File: src/rtl/ps2_pkg.sv
// rtl/ps2_pkg.sv - shared PS/2 state encoding, keyboard command constants and parity helper
package ps2_pkg;

    typedef enum logic [2:0] {
        ST_IDLE,
        ST_INHIBIT,
        ST_REQ,
        ST_SHIFT,
        ST_ACK,
        ST_WAIT_IDLE
    } ps2_state_t;

    localparam logic [7:0] PS2_CMD_LED   = 8'hED;
    localparam logic [7:0] PS2_CMD_RESET = 8'hFF;
    localparam logic [7:0] PS2_ACK       = 8'hFA;

    // PS/2 frames carry odd parity over the eight data bits
    function automatic logic odd_parity(input logic [7:0] b);
        return ~^b;
    endfunction

endpackage

File: src/rtl/ps2_line_sync.sv
// rtl/ps2_line_sync.sv - 2-FF synchroniser for PS/2 clock/data with registered clock falling-edge strobe
module ps2_line_sync (
    input  logic clk,
    input  logic rst_n,
    input  logic clk_in,
    input  logic data_in,
    output logic clk_sync,
    output logic data_sync,
    output logic clk_fall
);

    logic clk_s1;
    logic data_s1;

    // Idle bus level is high, so the flops reset to 1 to avoid a spurious edge
    always_ff @(posedge clk or negedge rst_n) begin
        if (!rst_n) begin
            clk_s1    <= 1'b1;
            clk_sync  <= 1'b1;
            data_s1   <= 1'b1;
            data_sync <= 1'b1;
            clk_fall  <= 1'b0;
        end else begin
            clk_s1    <= clk_in;
            clk_sync  <= clk_s1;
            data_s1   <= data_in;
            data_sync <= data_s1;
            clk_fall  <= clk_sync & ~clk_s1;
        end
    end

endmodule

File: src/rtl/ps2_host_tx.sv
// rtl/ps2_host_tx.sv - PS/2 host-to-device command transmitter driving open-drain pull-low enables
module ps2_host_tx
    import ps2_pkg::*;
#(
    parameter int INHIBIT_CYCLES = 5000,
    parameter int TIMEOUT_CYCLES = 750000,
    parameter int CNT_W          = 20
) (
    input  logic       system_clk,
    input  logic       reset,
    input  logic [7:0] tx_data,
    input  logic       tx_valid,
    output logic       tx_ready,
    input  logic       PS2_clk_in,
    input  logic       PS2_data_in,
    output logic       PS2_clk_oe,
    output logic       PS2_data_oe,
    output logic       tx_done,
    output logic       tx_err,
    output logic       busy
);

    // The REQ cycle is the last inhibit cycle, so the clock is held low INHIBIT_CYCLES in total
    localparam logic [CNT_W-1:0] INH_LAST = CNT_W'(INHIBIT_CYCLES - 2);
    localparam logic [CNT_W-1:0] TO_LAST  = CNT_W'(TIMEOUT_CYCLES - 1);

    ps2_state_t       state;
    logic [CNT_W-1:0] cnt;
    logic [3:0]       bit_idx;
    logic [8:0]       shreg;
    logic             clk_sync;
    logic             data_sync;
    logic             clk_fall;

    ps2_line_sync u_sync (
        .clk       (system_clk),
        .rst_n     (reset),
        .clk_in    (PS2_clk_in),
        .data_in   (PS2_data_in),
        .clk_sync  (clk_sync),
        .data_sync (data_sync),
        .clk_fall  (clk_fall)
    );

    assign busy = ~tx_ready;

    always_ff @(posedge system_clk or negedge reset) begin
        if (!reset) begin
            state       <= ST_IDLE;
            tx_ready    <= 1'b1;
            PS2_clk_oe  <= 1'b0;
            PS2_data_oe <= 1'b0;
            tx_done     <= 1'b0;
            tx_err      <= 1'b0;
            cnt         <= '0;
            bit_idx     <= '0;
            shreg       <= '0;
        end else begin
            tx_done <= 1'b0;
            tx_err  <= 1'b0;
            case (state)
                ST_IDLE: begin
                    PS2_clk_oe  <= 1'b0;
                    PS2_data_oe <= 1'b0;
                    if (tx_valid && tx_ready) begin
                        shreg      <= {odd_parity(tx_data), tx_data};
                        cnt        <= '0;
                        PS2_clk_oe <= 1'b1;
                        tx_ready   <= 1'b0;
                        state      <= ST_INHIBIT;
                    end else begin
                        tx_ready <= 1'b1;
                    end
                end
                ST_INHIBIT: begin
                    if (cnt == INH_LAST) begin
                        PS2_data_oe <= 1'b1;
                        state       <= ST_REQ;
                    end else begin
                        cnt <= cnt + CNT_W'(1);
                    end
                end
                ST_REQ: begin
                    PS2_clk_oe <= 1'b0;
                    cnt        <= '0;
                    bit_idx    <= '0;
                    state      <= ST_SHIFT;
                end
                default: begin
                    if (cnt == TO_LAST) begin
                        PS2_clk_oe  <= 1'b0;
                        PS2_data_oe <= 1'b0;
                        tx_err      <= 1'b1;
                        state       <= ST_IDLE;
                    end else begin
                        cnt <= cnt + CNT_W'(1);
                        case (state)
                            ST_SHIFT: begin
                                // shreg shifts out data then parity; the 10th edge releases data as stop
                                if (clk_fall) begin
                                    bit_idx <= bit_idx + 4'd1;
                                    if (bit_idx == 4'd9) begin
                                        PS2_data_oe <= 1'b0;
                                        state       <= ST_ACK;
                                    end else begin
                                        PS2_data_oe <= ~shreg[0];
                                        shreg       <= {1'b1, shreg[8:1]};
                                    end
                                end
                            end
                            ST_ACK: begin
                                if (clk_fall) begin
                                    if (!data_sync) begin
                                        state <= ST_WAIT_IDLE;
                                    end else begin
                                        tx_err <= 1'b1;
                                        state  <= ST_IDLE;
                                    end
                                end
                            end
                            ST_WAIT_IDLE: begin
                                if (clk_sync && data_sync) begin
                                    tx_done <= 1'b1;
                                    state   <= ST_IDLE;
                                end
                            end
                            default: state <= ST_IDLE;
                        endcase
                    end
                end
            endcase
        end
    end

endmodule

File: config.mk
export PLATFORM = sky130hd
export DESIGN_NAME = ps2_host_tx
export DESIGN_NICKNAME = d
export VERILOG_FILES = /design/src/rtl/ps2_pkg.sv /design/src/rtl/ps2_line_sync.sv /design/src/rtl/ps2_host_tx.sv
export SDC_FILE = /design/constraint.sdc
export NUM_CORES = 1
export LEC_CHECK = 0
export BUFFER_PORTS_ARGS = -buffer_cell sky130_fd_sc_hd__buf_2
export CORE_MARGIN = 3
export CORE_UTILIZATION = 50
export CTS_CLUSTER_DIAMETER = 150
export CTS_CLUSTER_SIZE = 12
export DETAILED_ROUTE_END_ITERATION = 10
export GPL_TIMING_DRIVEN = 1
export PLACE_DENSITY = 0.74
export SLEW_MARGIN = 30
export SYNTH_ARGS = -nofsm -noshare
export SYNTH_HDL_FRONTEND = slang
export SYNTH_SLANG_ARGS = --single-unit
export TNS_END_PERCENT = 50
File: constraint.sdc
create_clock -name system_clk -period 2.2 [get_ports system_clk]
set_clock_uncertainty 0.2 [all_clocks]
set_input_delay 0.44 -clock system_clk [delete_from_list [all_inputs] [get_ports system_clk]]
set_output_delay 0.44 -clock system_clk [all_outputs]
set_load 0.02 [all_outputs]
==> reports/results.ini <==
[global_route]
grt_max_degree = 28
antenna_found_initial = 0
grt_pass1_wl_mm = 10.74
grt.overflow.total = 0
grt_pass1_vias = 2302
grt_util_all_layers_pct = 21.59

[sta]
finalCritPeriodShare_pct = 102.4
hold_slack_ps = 36.07
max_slew_margin_pct = 68.69
finalHoldViolCount = 0
worst_slew_pin_slew_ps = 469.6
rsz0062_at_grt = true
setup_tns_ps = -564.7
max_freq_mhz = 444.0
finalMaxSlewViolations = 0
finalSetupViolCount = 21
worst_slack_ps = -52.18
finalCriticalPeriod_ps = 2252

[status]
violations = negative setup slack
status = complete, but fails checks

[critical_path]
critPathCaptureType = flop
critPathRequiredTime_ps = 2200
r2r-start = cnt[0]$_DFFE_PN0P_
critPathLaunch = cnt[0]$_DFFE_PN0P_
path_max_fanout = 8
arrival_ps = 2260
critPathKind = flop to flop
start_kind = flop

[synth]
synth_area_per_cell_um2 = 9.820
yosysUniqueCellTypes = 55
async_flop_share_pct = 100.0
syn_nets = 288
yosysSeqAreaShare_pct = 43.49
ys_ff_latch = 46
ys.flop_type = dfrtp_1
syn_area_um2 = 2661
ys_warn_count = 0
synthCells = 271
synth-edff-count = 0

[power_and_ir_drop]
p_seq_share_pct = 41.1
p_int_mw = 1.759
leakage_nw = 1.439
clockPowerShare_pct = 19.0
powerDensity_nw_per_um2 = 825.8
power_frac_comb_pct = 39.9
p_sw_mw = 1.007
swShare_pct = 36.40
peakVddDrop_uv = 501.5

[cts]
clkSinkCount = 46
h-tree-depth = 2
clkTransAtPathRegs_ps = 80
cts_buffer_depth = 2
root_buffer = clkbuf_8
numCtsBuffers = 5
clk_latency_ps = 300
cts_tree = done

[floorplanning]
initial_core_util_pct = 53.85
die_height_um = 78.96
placementRows = 25
die-area_um2 = 6234
io_pins = 19
die_x_um = 78.96
coreArea_um2 = 4942

[finish]
nets = 351
area_growth_pct = 25.86
final_common_cell = buf_4
fin_cells = 402
drive_above_1_share_pct = 31.34
diodes = 0
layout_common_cells = 45 x buf_4, 41 x dfrtp_1, 22 x nand2_1, 20 x o31ai_1, 18 x buf_2

[place]
dpl.hpwl_mm = 4.649
numPortBuffers = 18
gp_congestion = 1.002
place_inst = 389

[drt]
route.vias.total = 2464
first_iter_violations = 231
detail-route-antenna-nets = 0
via_per_inst = 6.129
drt_wl_total_mm = 6.592
drc = 0
first_pass_iters = 5
drt-wirelength-per-cell_um = 16.40

[hold_path]
hold_path_class = primary input to flop
min_from = PS2_data_in

[flow_run]
drv_cap = 0

final cells by class:
class | instances | area, um2
Clock buffer | 7 | 86.33
Inverter | 8 | 30.03
Tap cell | 67 | 83.83
Fill cell | 396 | 1593
Clock inverter | 1 | 5.005
Multi-Input combinational cell | 205 | 1486
Timing Repair Buffer | 68 | 500.5
Sequential cell | 46 | 1157
flip-flops by register name, summed over array words and instances, names as in the netlist, 3 cells and up:
signal / flops
bit_idx: 4
cnt: 20
shreg: 9
state: 3
path summary, 6_finish.rpt:
path                                                    to  slack, ps  cells after the start
worst max-delay path                   cnt[16]$_DFFE_PN0P_        -50                      7
min in group asynchronous             shreg[5]$_DFFE_PN0P_        420                      2
worst min register to register  u_sync.data_sync$_DFF_PN1_        160                      0
max in group asynchronous       u_sync.data_sync$_DFF_PN1_        800                      3
worst max register to register         cnt[16]$_DFFE_PN0P_        -50                      7
worst min-delay path              u_sync.data_s1$_DFF_PN1_         40                      1
per-layer routing:
layer	vias up	share of wire [%]	global-route usage, %
li1	1169	-	-
met1	1185	45	28.61
met2	94	48	36.67
met3	16	5.1	3.401
met4	0	1.8	6.186
met5	-	0	0
logic make-up (layout without fill, tap and decap cells):
family,count (synthesis),in the layout,synth area share (%)
and+or+nand+nor,97,98,19.61
AOI/OAI and AO/OA,92,93,26.99
DFF,46,46,43.49
buffers and inverters,22,84,4.561
xor gates and xnor gates,7,7,2.304
adders and majority gates,4,4,1.881
muxes,3,3,1.175
power groups by stage:
| stage | Clock [mW] | Combinational (mW) | Sequential (mW) |
|---|---|---|---|
| after CTS | 0.543 | 1.04 | 1.12 |
| after global routing | 0.575 | 1.22 | 1.15 |
| after detailed placement | 0 | 1.03 | 1.14 |
| final | 0.525 | 1.10 | 1.14 |
| after global placement | 0 | 1.00 | 1.13 |
| after floorplan | 0 | 0.663 | 1.13 |
per-stage QoR:
step / area, um2 / setup WS [ps] / total power, mW / utilization (%)
after detailed placement: 3136 / -3.943 / 2.174 / 63.44
final: 3349 / -52.18 / 2.766 / 67.77
after global placement: 3136 / 35.78 / 2.135 / 63.44
after floorplan: 2675 / -24.25 / 1.796 / -
after global routing: 3349 / -136.7 / 2.946 / 67.77
after CTS: 3241 / -8.736 / 2.704 / 65.57
critical path, cell delays in order, from the launching register on:
cell and delay [ps]:
dfrtp_1 400, ha_4 160, nand3_4 90, or4_4 610, o32ai_4 350, buf_6 200, o31ai_1 80, o31ai_1 70
synthesized netlist by cell type (2+ instances only):
| master | instances | area share, % |
|---|---|---|
| nor2_1 | 17 | 2.4 |
| nand3_1 | 10 | 1.9 |
| buf_2 | 4 | 0.75 |
| o22ai_1 | 2 | 0.47 |
| nand4_1 | 9 | 2.1 |
| dfrtp_1 | 41 | 39 |
| o2bb2ai_1 | 2 | 0.66 |
| nor4_1 | 4 | 0.94 |
| a211oi_1 | 4 | 1.1 |
| and2_1 | 3 | 0.71 |
| nor3_1 | 6 | 1.1 |
| a41oi_1 | 2 | 0.66 |
| o21ai_0 | 7 | 1.3 |
| buf_6 | 4 | 1.7 |
| mux2i_1 | 2 | 0.75 |
| o31ai_1 | 24 | 6.8 |
| clkbuf_1 | 5 | 0.71 |
| nand2b_1 | 3 | 0.71 |
| nor4b_1 | 2 | 0.66 |
| nand2_1 | 22 | 3.1 |
| a21oi_1 | 5 | 0.94 |
| inv_1 | 8 | 1.1 |
| xnor2_1 | 7 | 2.3 |
| o32ai_1 | 2 | 0.66 |
| nor2b_1 | 3 | 0.71 |
| o41ai_1 | 2 | 0.66 |
| ha_1 | 4 | 1.9 |
| a211o_1 | 3 | 0.99 |
| and3_1 | 6 | 1.4 |
| dfstp_2 | 5 | 4.9 |
| a31oi_1 | 5 | 1.2 |
| o211ai_1 | 3 | 0.85 |
| o22a_1 | 8 | 2.6 |
| o21ai_1 | 6 | 1.1 |
| o21a_1 | 9 | 2.5 |
| or2_2 | 3 | 0.71 |
timing repair:
item / CTS / global route
buffers inserted: 0 / 2
resized for setup: 1 / 15
hold buffers: 1 / 0
gates cloned: 0 / 2
pin swaps: 2 / 5
endpoints found under the setup margin: 11 / 34
hold endpoints to repair: 17 / 0
Power figures use the tool's default switching activity.
